[config.mk]
export PLATFORM = sky130hd
export DESIGN_NAME = seq_subtractor
export DESIGN_NICKNAME = d
export VERILOG_FILES = /design/src/rtl/sub_pkg.sv /design/src/rtl/digit_sub.sv /design/src/rtl/seq_subtractor.sv
export SDC_FILE = /design/constraint.sdc
export NUM_CORES = 1
export LEC_CHECK = 0
export CELL_PAD_IN_SITES_DETAIL_PLACEMENT = 0
export CELL_PAD_IN_SITES_GLOBAL_PLACEMENT = 1
export CORE_MARGIN = 1
export CORE_UTILIZATION = 38
export DETAILED_ROUTE_END_ITERATION = 8
export PLACE_DENSITY_LB_ADDON = 0.1
export SYNTH_ARGS = -nofsm -noshare
export SYNTH_HDL_FRONTEND = slang
export SYNTH_SLANG_ARGS = --single-unit
[constraint.sdc]
create_clock -name clk -period 2.22 [get_ports clk]
set_input_delay 0.222 -clock clk [delete_from_list [all_inputs] [get_ports clk]]
set_output_delay 0.222 -clock clk [all_outputs]
set_load 0.05 [all_outputs]
[src/rtl/sub_pkg.sv]
// rtl/sub_pkg.sv - shared state type for the sequential subtractor
package sub_pkg;

    // Controller phases: waiting for operands, computing slices, holding a result
    typedef enum logic [1:0] {
        IDLE = 2'd0,
        RUN  = 2'd1,
        DONE = 2'd2
    } state_t;

endpackage : sub_pkg

[src/rtl/digit_sub.sv]
// rtl/digit_sub.sv - combinational DIGIT-bit ripple-borrow subtract slice
module digit_sub #(
    parameter int DIGIT = 4
) (
    input  logic [DIGIT-1:0] a,
    input  logic [DIGIT-1:0] b,
    input  logic             bw_in,
    output logic [DIGIT-1:0] d,
    output logic             bw_out
);

    logic [DIGIT:0] w_sum;

    // Subtraction as a + ~b + carry, where a pending borrow removes the +1 carry
    always_comb begin
        w_sum  = {1'b0, a} + {1'b0, ~b} + {{DIGIT{1'b0}}, ~bw_in};
        d      = w_sum[DIGIT-1:0];
        bw_out = ~w_sum[DIGIT];
    end

endmodule : digit_sub

[src/rtl/seq_subtractor.sv]
// rtl/seq_subtractor.sv - multi-cycle subtractor, one DIGIT-bit slice per clock
module seq_subtractor
    import sub_pkg::*;
#(
    parameter int WIDTH = 16,
    parameter int DIGIT = 4
) (
    input  logic             clk,
    input  logic             rst,
    input  logic             in_valid,
    output logic             in_ready,
    input  logic [WIDTH-1:0] a,
    input  logic [WIDTH-1:0] b,
    input  logic             b_in,
    output logic             out_valid,
    input  logic             out_ready,
    output logic [WIDTH-1:0] diff,
    output logic             b_out,
    output logic             ovf,
    output logic             zero
);

    localparam int N  = WIDTH / DIGIT;
    localparam int CW = (N > 1) ? $clog2(N) : 1;
    localparam logic [CW-1:0] LAST = CW'(N - 1);

    state_t           r_state;
    state_t           w_next;
    logic [WIDTH-1:0] r_a_sh;
    logic [WIDTH-1:0] r_b_sh;
    logic [WIDTH-1:0] r_diff;
    logic             r_borrow;
    logic [CW-1:0]    r_cnt;
    logic             r_a_msb;
    logic             r_b_msb;
    logic             r_bout;
    logic             r_ovf;
    logic             r_zero;

    logic             w_accept;
    logic             w_run;
    logic             w_last;
    logic [DIGIT-1:0] w_d;
    logic             w_bw;
    logic [WIDTH-1:0] w_diff_next;

    assign w_accept    = (r_state == IDLE) && in_valid;
    assign w_run       = (r_state == RUN);
    assign w_last      = w_run && (r_cnt == LAST);
    // New slice enters at the MSB end so the LSB slice lands at bit 0 after N shifts
    assign w_diff_next = (r_diff >> DIGIT) | (WIDTH'(w_d) << (WIDTH - DIGIT));

    digit_sub #(
        .DIGIT (DIGIT)
    ) u_slice (
        .a      (r_a_sh[DIGIT-1:0]),
        .b      (r_b_sh[DIGIT-1:0]),
        .bw_in  (r_borrow),
        .d      (w_d),
        .bw_out (w_bw)
    );

    // State register
    always_ff @(posedge clk or posedge rst) begin
        if (rst) begin
            r_state <= IDLE;
        end else begin
            r_state <= w_next;
        end
    end

    // Next-state: accept in IDLE, leave RUN after the last slice, release on out_ready
    always_comb begin
        w_next = r_state;
        case (r_state)
            IDLE:    if (in_valid)  w_next = RUN;
            RUN:     if (w_last)    w_next = DONE;
            DONE:    if (out_ready) w_next = IDLE;
            default:                w_next = IDLE;
        endcase
    end

    // Operand capture, slice shifting, borrow chain and final flag registration
    always_ff @(posedge clk or posedge rst) begin
        if (rst) begin
            r_a_sh   <= '0;
            r_b_sh   <= '0;
            r_diff   <= '0;
            r_borrow <= 1'b0;
            r_cnt    <= '0;
            r_a_msb  <= 1'b0;
            r_b_msb  <= 1'b0;
            r_bout   <= 1'b0;
            r_ovf    <= 1'b0;
            r_zero   <= 1'b0;
        end else if (w_accept) begin
            r_a_sh   <= a;
            r_b_sh   <= b;
            r_borrow <= b_in;
            r_cnt    <= '0;
            r_a_msb  <= a[WIDTH-1];
            r_b_msb  <= b[WIDTH-1];
        end else if (w_run) begin
            r_a_sh   <= r_a_sh >> DIGIT;
            r_b_sh   <= r_b_sh >> DIGIT;
            r_diff   <= w_diff_next;
            r_borrow <= w_bw;
            r_cnt    <= r_cnt + CW'(1);
            if (w_last) begin
                r_bout <= w_bw;
                r_ovf  <= (r_a_msb != r_b_msb) && (w_d[DIGIT-1] != r_a_msb);
                r_zero <= (w_diff_next == '0);
            end
        end
    end

    assign in_ready  = (r_state == IDLE);
    assign out_valid = (r_state == DONE);
    assign diff      = r_diff;
    assign b_out     = r_bout;
    assign ovf       = r_ovf;
    assign zero      = r_zero;

endmodule : seq_subtractor

# Yosys cells after proc, flatten, opt, wreduce, memory -nomap -nowiden
# Index checks and enable logic that the tools add are counted.
# classes
n_mux,12
n_bitwise,5
add_sub_neg,3
n_reduce_logical,9
eq_ne,8
# op_table
op,count
two-way mux 16 bit,4
zero test 16 bit,1
bitwise OR 12 x 16 -> 16 bit,1
two-way mux 2 bit,5
one-hot mux 2 bit (3 select lines),1
AND reduction 3 bit,2
adder 4 x 4 -> 5 bit,1
adder 5 x 1 -> 5 bit,1
equality test 2 bit (second input constant),2
inequality test 2 x 1 -> 1 bit (second input constant),2
NOT 4 bit,1
logical AND 1 bit,3
NOT 1 bit,3
adder 2 x 1 -> 2 bit (second input constant),1
equality test 2 x 1 -> 1 bit (second input constant),1
zero test 2 bit,1
two-way mux 1 bit,2
inequality test 1 bit,2
inequality test 2 bit (second input constant),1
AND reduction 2 bit,1
nonzero test 2 bit,1
# word_totals
input_bits,37
reg_bits,58
word_cells,48

# Longest topological paths before layout
# logic_depth
ltp_word,6
mapped_depth,8
ltp_nobuf,8

# By module
# Synthesis repeated with hierarchy kept, for this count alone.
# unflattened
cells_unflattened,266
area_unflattened_um2,2592.5
# modules_own_cells
mod,seq_area_each_um2,cells_each,area_each_um2,n_inst
seq_subtractor,1451.4,248,2444.8,1
digit_sub,0.0,18,147.6,1

# Worst setup path before layout
# No wires, ideal clock.
# synth_path
path_kind,reg-to-reg
startpoint,register r_a_sh[0]
endpoint,"register r_zero, in the netlist zero"
path_stages_with_launch,8
t_required_ns,2.101
setup_ns,0.119
slack_ns,0.364
period_less_slack_ns,1.856
arrival_time_ns,1.737
path_cell_list,dfrtp_1 -> fa_1 -> inv_1 -> fa_1 -> nor4b_1 -> nand2_1 -> nor3_1 -> a21bo_2
# synth_via
elab_chain_len,4
# synth_rtl
item,line,source
"start, declared",seq_subtractor.sv:29,logic [WIDTH-1:0] r_a_sh;
"start signal, assigned",seq_subtractor.sv:104,r_a_sh <= r_a_sh >> DIGIT;
adder 4 x 4 -> 5 bit,digit_sub.sv:16,"w_sum = {1'b0, a} + {1'b0, ~b} + {{DIGIT{1'b0}}, ~bw_in};"
adder 5 x 1 -> 5 bit,digit_sub.sv:16,
bitwise OR 12 x 16 -> 16 bit,seq_subtractor.sv:51,assign w_diff_next = (r_diff >> DIGIT) | (WIDTH'(w_d) << (WIDTH - DIGIT));
zero test 16 bit,seq_subtractor.sv:112,r_zero <= (w_diff_next == '0);
"end signal, assigned",seq_subtractor.sv:112,
"end, declared",seq_subtractor.sv:38,logic r_zero;
# Every way passes these cells.
# A chain may end at the register's enable or synchronous reset.

# Final worst setup path
# layout_path
startpoint,register r_state[1]
endpoint,output port in_ready
# layout_via
elab_chain_len,1
# layout_rtl
item,line,source
"start, declared",seq_subtractor.sv:27,state_t r_state;
"start signal, assigned",seq_subtractor.sv:68,r_state <= w_next;
zero test 2 bit,seq_subtractor.sv:117,assign in_ready = (r_state == IDLE);
"end, declared",seq_subtractor.sv:11,"output logic in_ready,"
# Every way passes these cells.

==> out/qor.yml <==
hold_path:
  hold_path_class: "input port to asynchronous set/reset pin"
place:
  port_buffers: 57
  gp_congestion: 0.717
  post-dp-hpwl_um: 3560
  dp.cells: 395
global_route:
  grt_first_pass_wirelength_um: 9740
  grt_overflow_total: 0
  grt_pass1_vias: 2046
  antenna_found_initial: 0
  grt_max_degree: 59
  grt_usage: 0.177
synthesis:
  yosys-top-cells-count: "106 x nand2_1, 58 x dfrtp_1, 19 x a22oi_1, 15 x o21ai_0, 12 x buf_2"
  avgSynthCellArea_um2: 9.48
  synth.most_common_cell: "nand2_1"
  synth_area_mm2: 0.00257
  synth_edf_count: 0
  syn_inst: 271
  synth_top_area_frac: 0.565
  yosysTopAreaCell: "dfrtp_1"
  synth.yosys.seq_area_share: 0.565
  ys_warn_count: 0
  ys_types: 32
  synth-async-reset-ratio: 1.00
  synth_area_leaders: "dfrtp_1 56%, nand2_1 15%, a22oi_1 5.6%"
  syn_nets: 314
  ys_seq_elements: 58
  synth_flop_cell: "dfrtp_1"
route:
  drc: 10
  final_antenna_net_count: 0
  drt_pass1_iterations: 6
  wire_per_inst_um: 13.5
  routed_wl_um: 5550
  drtIter0Drc: 121
  vias_per_cell: 4.99
  vias: 2052
timing:
  fin_crit_sh: 0.903
  slew_headroom: 0.439
  skew_ps: 8.12
  final_max_slew_viol_count: 0
  tns_ps: 0
  final_hold_viol_count: 0
  finalSetupViolations: 0
  fmaxAchievable_mhz: 499
  rsz0062_at_grt: "no"
  tightest_slew_ps: 839
  layout_min_cycle_time_ps: 2000
clocking:
  clk_path_buf_depth: 2
  cts_max_level: 3
  cts_tree: "yes"
  postCtsHoldBufs: 0
  ctsResizeCount: 0
  cts.sinks: 58
  cts_setup_buffers: 0
  cts_buffers: 9
  clock-root-buffer: "clkbuf_8"
  clkTransAtPathRegs_ps: 70
  insertion_delay_ps: 330
setup_path:
  required_ps: 2000
  crit_type: "register to primary output"
  critPathArrivalTime_ps: 1780
  crit_fanout: 5
  cp-end-kind: "primary output"
  crit_path_start_kind: "register"
power_and_ir_drop:
  ir_drop_mv: 0.462
  p_leak_uw: 0.00161
  power_density_mw_per_mm2: 1610
layout:
  n_antenna_cell: 0
  area_growth_pct: 32.3
  fin_cells: 411
  fill_cells: 613
  drive_above_1_share: 0.0719
  nNetsFinal: 372
flow_run:
  drv_cap: 0
floorplan:
  start_util: 0.400
  rows: 29
  die_w_um: 84.2
  coreArea_mm2: 0.00642
  die_area_mm2: 0.00710
  io_pins: 58
  fp.dieH_um: 84.2
status:
  violations: "design-rule violations"
  status: "finished, violations left"
==> critical path: stages (launching register included) <==
cell and delay (ps):
dfrtp_1 470, nor2_1 170, clkdlybuf4s50_1 820
==> path summary, 6_finish.rpt <==
path	from	endpoint	slack (ps)	cells past startpoint
min reg2reg	r_b_sh[6]	r_b_sh[6]	480	2
max	r_state[1]	in_ready	220	2
max in group asynchronous	rst	r_b_sh[13]	1690	3
max reg2reg	r_a_sh[0]	zero	280	7
min in group clk	b[14]	r_b_sh[14]	450	3
min	rst	r_state[1]	270	3
==> cells in the final DEF, fill, tap and decap left out, types with 4 or more instances in the layout <==
master / count
o21ai_0: 15
nor2_1: 4
dfrtp_1: 58
clkbuf_8: 10
a221o_1: 5
a22oi_1: 19
inv_1: 8
nand2_1: 106
nor3_1: 6
clkdlybuf4s50_1: 57
ha_1: 4
==> cell families (layout without fill, tap and decap cells) <==
family | count (synthesis) | after routing | share of synthesized area
flops | 58 | 58 | 0.565
fa+ha+maj | 6 | 6 | 0.0351
compound gates | 48 | 48 | 0.130
xor+xnor | 2 | 2 | 0.00682
simple gates | 133 | 133 | 0.221
buf+inv | 24 | 87 | 0.0424
==> final cells by class <==
| type | instances | area (um^2) | area share |
|---|---|---|---|
| clock inverter | 3 | 15.0 | 0.00442 |
| inverter | 9 | 33.8 | 0.00994 |
| timing repair buffer | 62 | 633 | 0.186 |
| clock buffer | 13 | 149 | 0.0438 |
| multi-input combinational | 189 | 1020 | 0.300 |
| sequential | 58 | 1450 | 0.427 |
| tap | 77 | 96.3 | 0.0283 |
==> layer usage <==
metal  up-vias  track usage  wire [um]
li1       1020            -          -
met1       972        0.240       2820
met2        53        0.268       2390
met3         7       0.0442        259
met4         0       0.0846         84
met5         -            0          0
==> state kept, by name, indices dropped and copies added (netlist names) <==
| signal | cells |
|---|---|
| diff | 16 |
| r_a_sh | 16 |
| r_b_sh | 16 |
| r_cnt | 2 |
| r_state | 2 |
| b_out | 1 |
| ovf | 1 |
| r_a_msb | 1 |
| r_b_msb | 1 |
| r_borrow | 1 |
| zero | 1 |
==> power by group <==
group          leakage, uW  total (uW)  switching (uW)  internal (uW)
Sequential        0.000735        1870             329           1540
Clock            0.0000872         824             393            431
Combinational     0.000789        2780            1740           1040
==> metrics by stage <==
stage | area (um^2) | hold slack, ps | setup slack (ps) | power [uW] | util
floorplan | 2570 | 327 | 364 | 3840 | -
global placement | 3240 | 459 | 258 | 4650 | 0.504
detailed placement | 3240 | 463 | 230 | 4700 | 0.504
CTS | 3400 | 279 | 196 | 5540 | 0.529
global route | 3400 | 300 | 69.9 | 5930 | 0.529
finish | 3400 | 266 | 215 | 5480 | 0.529
Note: power is estimated with default switching activity, not from simulation.
